<file path="config.mk">
export PLATFORM = sky130hd
export DESIGN_NAME = uart_tx_arbiter
export DESIGN_NICKNAME = d
export VERILOG_FILES = /design/src/rtl/UART_pkg.sv /design/src/rtl/tx_arb_timer.sv /design/src/rtl/uart_tx_arbiter.sv
export SDC_FILE = /design/constraint.sdc
export NUM_CORES = 1
export LEC_CHECK = 0
export CELL_PAD_IN_SITES_DETAIL_PLACEMENT = 0
export CELL_PAD_IN_SITES_GLOBAL_PLACEMENT = 2
export CORE_MARGIN = 2
export CORE_UTILIZATION = 31
export DETAILED_ROUTE_END_ITERATION = 10
export PLACE_DENSITY = 0.91
export REMOVE_ABC_BUFFERS = 1
export SLEW_MARGIN = 40
export SYNTH_ARGS = -nofsm -noshare
export SYNTH_HDL_FRONTEND = slang
export SYNTH_SLANG_ARGS = --single-unit
</file>
<file path="constraint.sdc">
create_clock -name clk_i -period 3.85 [get_ports clk_i]
set_input_delay 0.77 -clock clk_i [delete_from_list [all_inputs] [get_ports clk_i]]
set_output_delay 0.77 -clock clk_i [all_outputs]
set_load 0.005 [all_outputs]
</file>
<file path="src/rtl/UART_pkg.sv">
// Shared types and defaults for the UART transmit arbiter.
// Optional build macro used by the arbiter: UART_TX_FAIRNESS_EN.
package UART_pkg;

    typedef enum logic [1:0] {
        IDLE      = 2'd0,
        START     = 2'd1,
        WAIT_DONE = 2'd2
    } tx_arb_fsm_e;

    typedef enum logic [1:0] {
        SRC_NONE = 2'b00,
        SRC_CTRL = 2'b01,
        SRC_CPU  = 2'b10
    } tx_src_e;

    localparam int DEFAULT_TIMEOUT_CYCLES = 65535;

endpackage

</file>
<file path="src/rtl/tx_arb_timer.sv">
// Saturating cycle counter that watches for a missing transmitter completion.
// The expired flag stays high while the count sits at LIMIT.
module tx_arb_timer #(
    parameter int LIMIT = 16,
    parameter int CW    = $clog2(LIMIT + 1)
) (
    input  logic clk_i,
    input  logic rst_i,
    input  logic clear,
    input  logic enable,
    output logic expired
);

    localparam logic [CW-1:0] LIMIT_C = CW'(LIMIT);

    logic [CW-1:0] count;

    always_ff @(posedge clk_i or posedge rst_i) begin
        if (rst_i) begin
            count <= '0;
        end else if (clear) begin
            count <= '0;
        end else if (enable && (count != LIMIT_C)) begin
            count <= count + 1'b1;
        end
    end

    assign expired = (count == LIMIT_C);

endmodule

</file>
<file path="src/rtl/uart_tx_arbiter.sv">
// Shares one UART transmitter between the main controller and the CPU TX FIFO.
// Define UART_TX_FAIRNESS_EN to force a CPU slot after MAX_CTRL_BURST controller grants.
module uart_tx_arbiter
    import UART_pkg::*;
#(
    parameter int DATA_WIDTH     = 8,
    parameter int TIMEOUT_CYCLES = DEFAULT_TIMEOUT_CYCLES,
    parameter int MAX_CTRL_BURST = 4
) (
    input  logic                  clk_i,
    input  logic                  rst_i,
    input  logic                  ctrl_req_i,
    input  logic [DATA_WIDTH-1:0] ctrl_data_i,
    output logic                  ctrl_gnt_o,
    input  logic                  fifo_empty_i,
    input  logic [DATA_WIDTH-1:0] fifo_data_i,
    output logic                  fifo_read_o,
    input  logic                  cfg_mode_i,
    output logic                  tx_start_o,
    output logic [DATA_WIDTH-1:0] tx_data_o,
    input  logic                  tx_done_i,
    output logic                  busy_o,
    output logic [1:0]            active_src_o,
    output logic                  timeout_o
);

    localparam logic [1:0] ST_IDLE      = IDLE;
    localparam logic [1:0] ST_START     = START;
    localparam logic [1:0] ST_WAIT_DONE = WAIT_DONE;

    logic [1:0] state;
    logic [1:0] state_nxt;
    logic       in_idle;
    logic       ctrl_elig;
    logic       cpu_elig;
    logic       force_cpu;
    logic       grant_ctrl;
    logic       grant_cpu;
    logic       timer_expired;
    logic       xfer_end;

    // Grants are combinational strobes, so hold them off while reset is applied.
    assign in_idle   = (state == ST_IDLE) && !rst_i;
    assign ctrl_elig = ctrl_req_i;
    assign cpu_elig  = !fifo_empty_i && !cfg_mode_i;

`ifdef UART_TX_FAIRNESS_EN
    localparam int BW = $clog2(MAX_CTRL_BURST + 1);

    logic [BW-1:0] burst_cnt;

    assign force_cpu = (burst_cnt == BW'(MAX_CTRL_BURST));

    // Only controller wins that actually starved the CPU count toward a forced slot.
    always_ff @(posedge clk_i or posedge rst_i) begin
        if (rst_i) begin
            burst_cnt <= '0;
        end else if (state == ST_IDLE) begin
            if (grant_cpu || !cpu_elig) begin
                burst_cnt <= '0;
            end else if (grant_ctrl) begin
                burst_cnt <= burst_cnt + 1'b1;
            end
        end
    end
`else
    logic unused_burst;

    assign force_cpu    = 1'b0;
    assign unused_burst = (MAX_CTRL_BURST > 0);
`endif

    assign grant_ctrl = in_idle && ctrl_elig && !(force_cpu && cpu_elig);
    assign grant_cpu  = in_idle && cpu_elig && (!ctrl_elig || force_cpu);
    assign xfer_end   = (state == ST_WAIT_DONE) && (tx_done_i || timer_expired);

    tx_arb_timer #(
        .LIMIT (TIMEOUT_CYCLES)
    ) u_timer (
        .clk_i   (clk_i),
        .rst_i   (rst_i),
        .clear   (state != ST_WAIT_DONE),
        .enable  (state == ST_WAIT_DONE),
        .expired (timer_expired)
    );

    always_comb begin
        state_nxt = state;
        case (state)
            ST_IDLE:      if (grant_ctrl || grant_cpu) state_nxt = ST_START;
            ST_START:     state_nxt = ST_WAIT_DONE;
            ST_WAIT_DONE: if (tx_done_i || timer_expired) state_nxt = ST_IDLE;
            default:      state_nxt = ST_IDLE;
        endcase
    end

    always_ff @(posedge clk_i or posedge rst_i) begin
        if (rst_i) begin
            state        <= ST_IDLE;
            tx_data_o    <= '0;
            active_src_o <= SRC_NONE;
        end else begin
            state <= state_nxt;
            if (grant_ctrl) begin
                tx_data_o    <= ctrl_data_i;
                active_src_o <= SRC_CTRL;
            end else if (grant_cpu) begin
                tx_data_o    <= fifo_data_i;
                active_src_o <= SRC_CPU;
            end else if (xfer_end) begin
                active_src_o <= SRC_NONE;
            end
        end
    end

    assign ctrl_gnt_o  = grant_ctrl;
    assign fifo_read_o = grant_cpu;
    assign tx_start_o  = (state == ST_START);
    assign busy_o      = (state != ST_IDLE);
    // A completion arriving on the expiry cycle takes precedence over the abort.
    assign timeout_o   = (state == ST_WAIT_DONE) && timer_expired && !tx_done_i;

endmodule
</file>
==> metrics.txt <==
switching component of the power=around 210 uW; register bit count reported by yosys=28; Die X=between 70 and 80 um; number of global-route vias before repair=between 1000 and 1500; number of DRC violations after detailed-routing iteration 0=84; number of distinct standard cells referenced by the synthesized netlist=40; result of the run=finished, final reports clean; cell depth of the worst flop-to-flop path=6; Final Routed Wirelength=approximately 3500 um; area of the core=approximately 0.0044 mm^2; Post-synth EDFFs=0; actual transition at the worst max-transition pin=between 0.6 and 0.7 ns; std cell rows=24; Top FF cell, synth=sky130_fd_sc_hd__dfrtp_1; final worst-path cycle share=0.8586; initial antenna violation count=0; Max Clk Rate=302.5 MHz; Yosys warning count=0; Initial Util=0.3268; fraction of the yosys area taken by sequential cells=0.4857; ratio of cells with drive above 1 in the final layout=0.07895; share of Yosys cell area claimed by the top area cell type=0.4857; destination of the worst hold path=active_src_o[0]; CP Launch Type=register; Int Power=approximately 600 uW; routability cong.=0.7914; Post-CTS Hold Fix Bufs=0; number of buffer cells added on primary ports=36; global-route total usage across every layer=0.1465; fraction of synthesis flops using an asynchronous set or reset pin=1.000; number of endpoints with negative hold slack in the final report=0; cell chain of the critical path=ha_1 > nand4_1 > nor4_1 > nor3b_1 > clkdlybuf4s50_1; RSZ-0062 raised after global routing=no; placed cell count=238; Crit path required time=about 3.1 ns; area of the die=between 0.005 and 0.006 mm^2; critical path data arrival time=2.54 ns; final cell count without fillers=between 200 and 250; wire length of the first global-routing pass=between 6000 and 7000 um; FF-to-FF setup slack=about 1.7 ns; clock-pin slew on the worst setup and hold paths=~0.10 ns; critical-path maximum fanout=9; clock period minus final worst setup slack=3.306 ns; cell at the root of the clock tree=sky130_fd_sc_hd__clkbuf_8; total number of nets in the final design=214; TritonCTS sink count=28; vias per std cell=5.368; cell with the largest stage delay on the worst path=sky130_fd_sc_hd__clkdlybuf4s50_1; total setup violations reported at the end of the flow=0; area added between synthesis and finish=34.52%; Top-Level Pins=37; number of pins with negative max-slew slack in the final report=0; number of buffers and inverters on the critical path=1; CTS resizes=0; fraction of power spent switching nets=0.2594; Leakage=around 0.0008 uW; sequential power share=0.457; most instantiated cells after synthesis=28 x sky130_fd_sc_hd__dfrtp_1, 20 x sky130_fd_sc_hd__nand2_1, 15 x sky130_fd_sc_hd__o21ai_0; cell types occupying the most area after synthesis=sky130_fd_sc_hd__dfrtp_1 49%, sky130_fd_sc_hd__mux2i_1 6.9%, sky130_fd_sc_hd__nand2_1 5.2%, sky130_fd_sc_hd__o21ai_0 5.2%, sky130_fd_sc_hd__nor3_1 3.5%; post-synthesis area per instance=9.491 um^2; maxcap violations=0; Detail Placement HPWL=2472 um; maximum number of pins on one net before global-route repair=29; worst slack on hold paths=about 0.54 ns; most frequent cell after synthesis=sky130_fd_sc_hd__dfrtp_1; clock group share of total power=0.298; synthesized area=0.001443 mm^2; final routed DRC violation total=0; number of diodes=0; type of the tightest min-delay check=register to register; category of cells accounting for the largest share of critical-path delay=simple AND/OR/NAND/NOR gates; cell count of the worst hold path=2; Slew headroom=0.5795; maximum vdd drop=between 150 and 200 uV; WL per Instance=around 14 um; height of the chip=approximately 72 um; residual overflow from global routing=0; kind of capture point of the worst setup path=primary output; power density over cell area=roughly 410 mW/mm^2; biggest area consumer among synthesized cells=sky130_fd_sc_hd__dfrtp_1; source of the worst hold timing path=active_src_o[0]; total number of vias=around 1300; Reg2Reg Launch Point=u_timer.count[0]; worst r2r dst=state[1]; Slowest Stage Delay on Critical Path=approximately 0.56 ns; post-synthesis cell count=about 150; CTS Buf Count=3; final setup TNS=0 ns; CP Class=register to primary output; H-tree Lvls=1; Combinational Power Share=0.246; clock tree skew after final layout=0.004007 ns; number of iterations in the first detailed-routing pass=4; clock buffer depth=2; source-to-sink clock delay at the later pin of the worst-skew pair=around 0.28 ns; Setup Fix Bufs, Post-CTS=0; Antenna Nets Post-Route=0; TritonCTS clock tree=yes
==> cells by family (layout without fill, tap and decap cells) <==
logic type / count (synthesis) / after routing / share of synthesized area
AOI/OAI and AO/OA: 35 / 35 / 0.1500
DFF: 28 / 28 / 0.4857
buffers and inverters: 10 / 48 / 0.02775
muxes: 10 / 10 / 0.06939
xor gates and xnor gates: 1 / 1 / 0.006072
adders and majority gates: 1 / 1 / 0.008672
and+or+nand+nor: 67 / 67 / 0.2524
==> power by group through the flow <==
stage / registers, uW / clock network, uW / logic [uW]
after CTS: 365 / 246 / 199
after floorplan: 367 / 0 / 69.0
after global placement: 368 / 0 / 195
after detailed placement: 368 / 0 / 199
after global routing: 370 / 261 / 218
final: 365 / 238 / 196
==> stage by stage <==
| step | worst slack (ns) | util | total power, uW | cell area (um^2) |
|---|---|---|---|---|
| floorplan | 0.9436 | - | 436.0 | 1421 |
| global placement | 0.7776 | 0.4235 | 562.5 | 1869 |
| detailed placement | 0.7546 | 0.4235 | 566.7 | 1869 |
| CTS | 0.5696 | 0.4396 | 810.5 | 1941 |
| global route | 0.3532 | 0.4396 | 849.5 | 1941 |
| finish | 0.5442 | 0.4396 | 798.8 | 1941 |
==> layout make-up <==
type / count / area [um^2]
clock inverter: 1 / 30.03
sequential: 28 / 700.7
tap: 52 / 65.06
timing repair buffer: 39 / 382.9
inverter: 5 / 18.77
multi-input combinational: 114 / 701.9
clock buffer: 3 / 41.29
fill: 407 / 2474
==> worst max path at each step <==
stage | to | slack [ns] | cells past startpoint | from
5_1_grt | timeout_o | 0.35 | 5 | u_timer.count[1]
4_1_cts | timeout_o | 0.57 | 5 | u_timer.count[0]
6_report | timeout_o | 0.54 | 5 | u_timer.count[0]
2_1_floorplan | timeout_o | 0.94 | 4 | u_timer.count[0]
3_5_place_dp | ctrl_gnt_o | 0.75 | 6 | rst_i
3_3_place_gp | ctrl_gnt_o | 0.78 | 6 | rst_i
==> layer usage <==
metal	up-vias	global-route usage	wire [um]
li1	639	-	-
met1	610	0.1841	1559
met2	45	0.2385	1591
met3	5	0.04167	270
met4	0	0.05660	48
met5	-	0	0
==> tightest hold or removal path: stages, from the launching register on <==
cell and delay (ns):
sky130_fd_sc_hd__dfrtp_1 0.39, sky130_fd_sc_hd__nand2_1 0.06, sky130_fd_sc_hd__o21ai_0 0.06
==> flip-flops by register name (all words and copies together) (netlist names) <==
| register | count |
|---|---|
| tx_data_o | 8 |
| u_timer.count | 16 |
| state | 2 |
| active_src_o | 2 |
==> cell usage in the layout (no fill, tap or decap), types with 5 or more instances in the layout <==
cell type	instances
sky130_fd_sc_hd__o21ai_0	15
sky130_fd_sc_hd__nand2_1	20
sky130_fd_sc_hd__clkdlybuf4s50_1	36
sky130_fd_sc_hd__nor2_1	5
sky130_fd_sc_hd__mux2i_1	10
sky130_fd_sc_hd__a21oi_1	7
sky130_fd_sc_hd__nor3_1	10
sky130_fd_sc_hd__nand3_1	5
sky130_fd_sc_hd__nand4_1	5
sky130_fd_sc_hd__dfrtp_1	28
(Power assumes the default switching activity.)
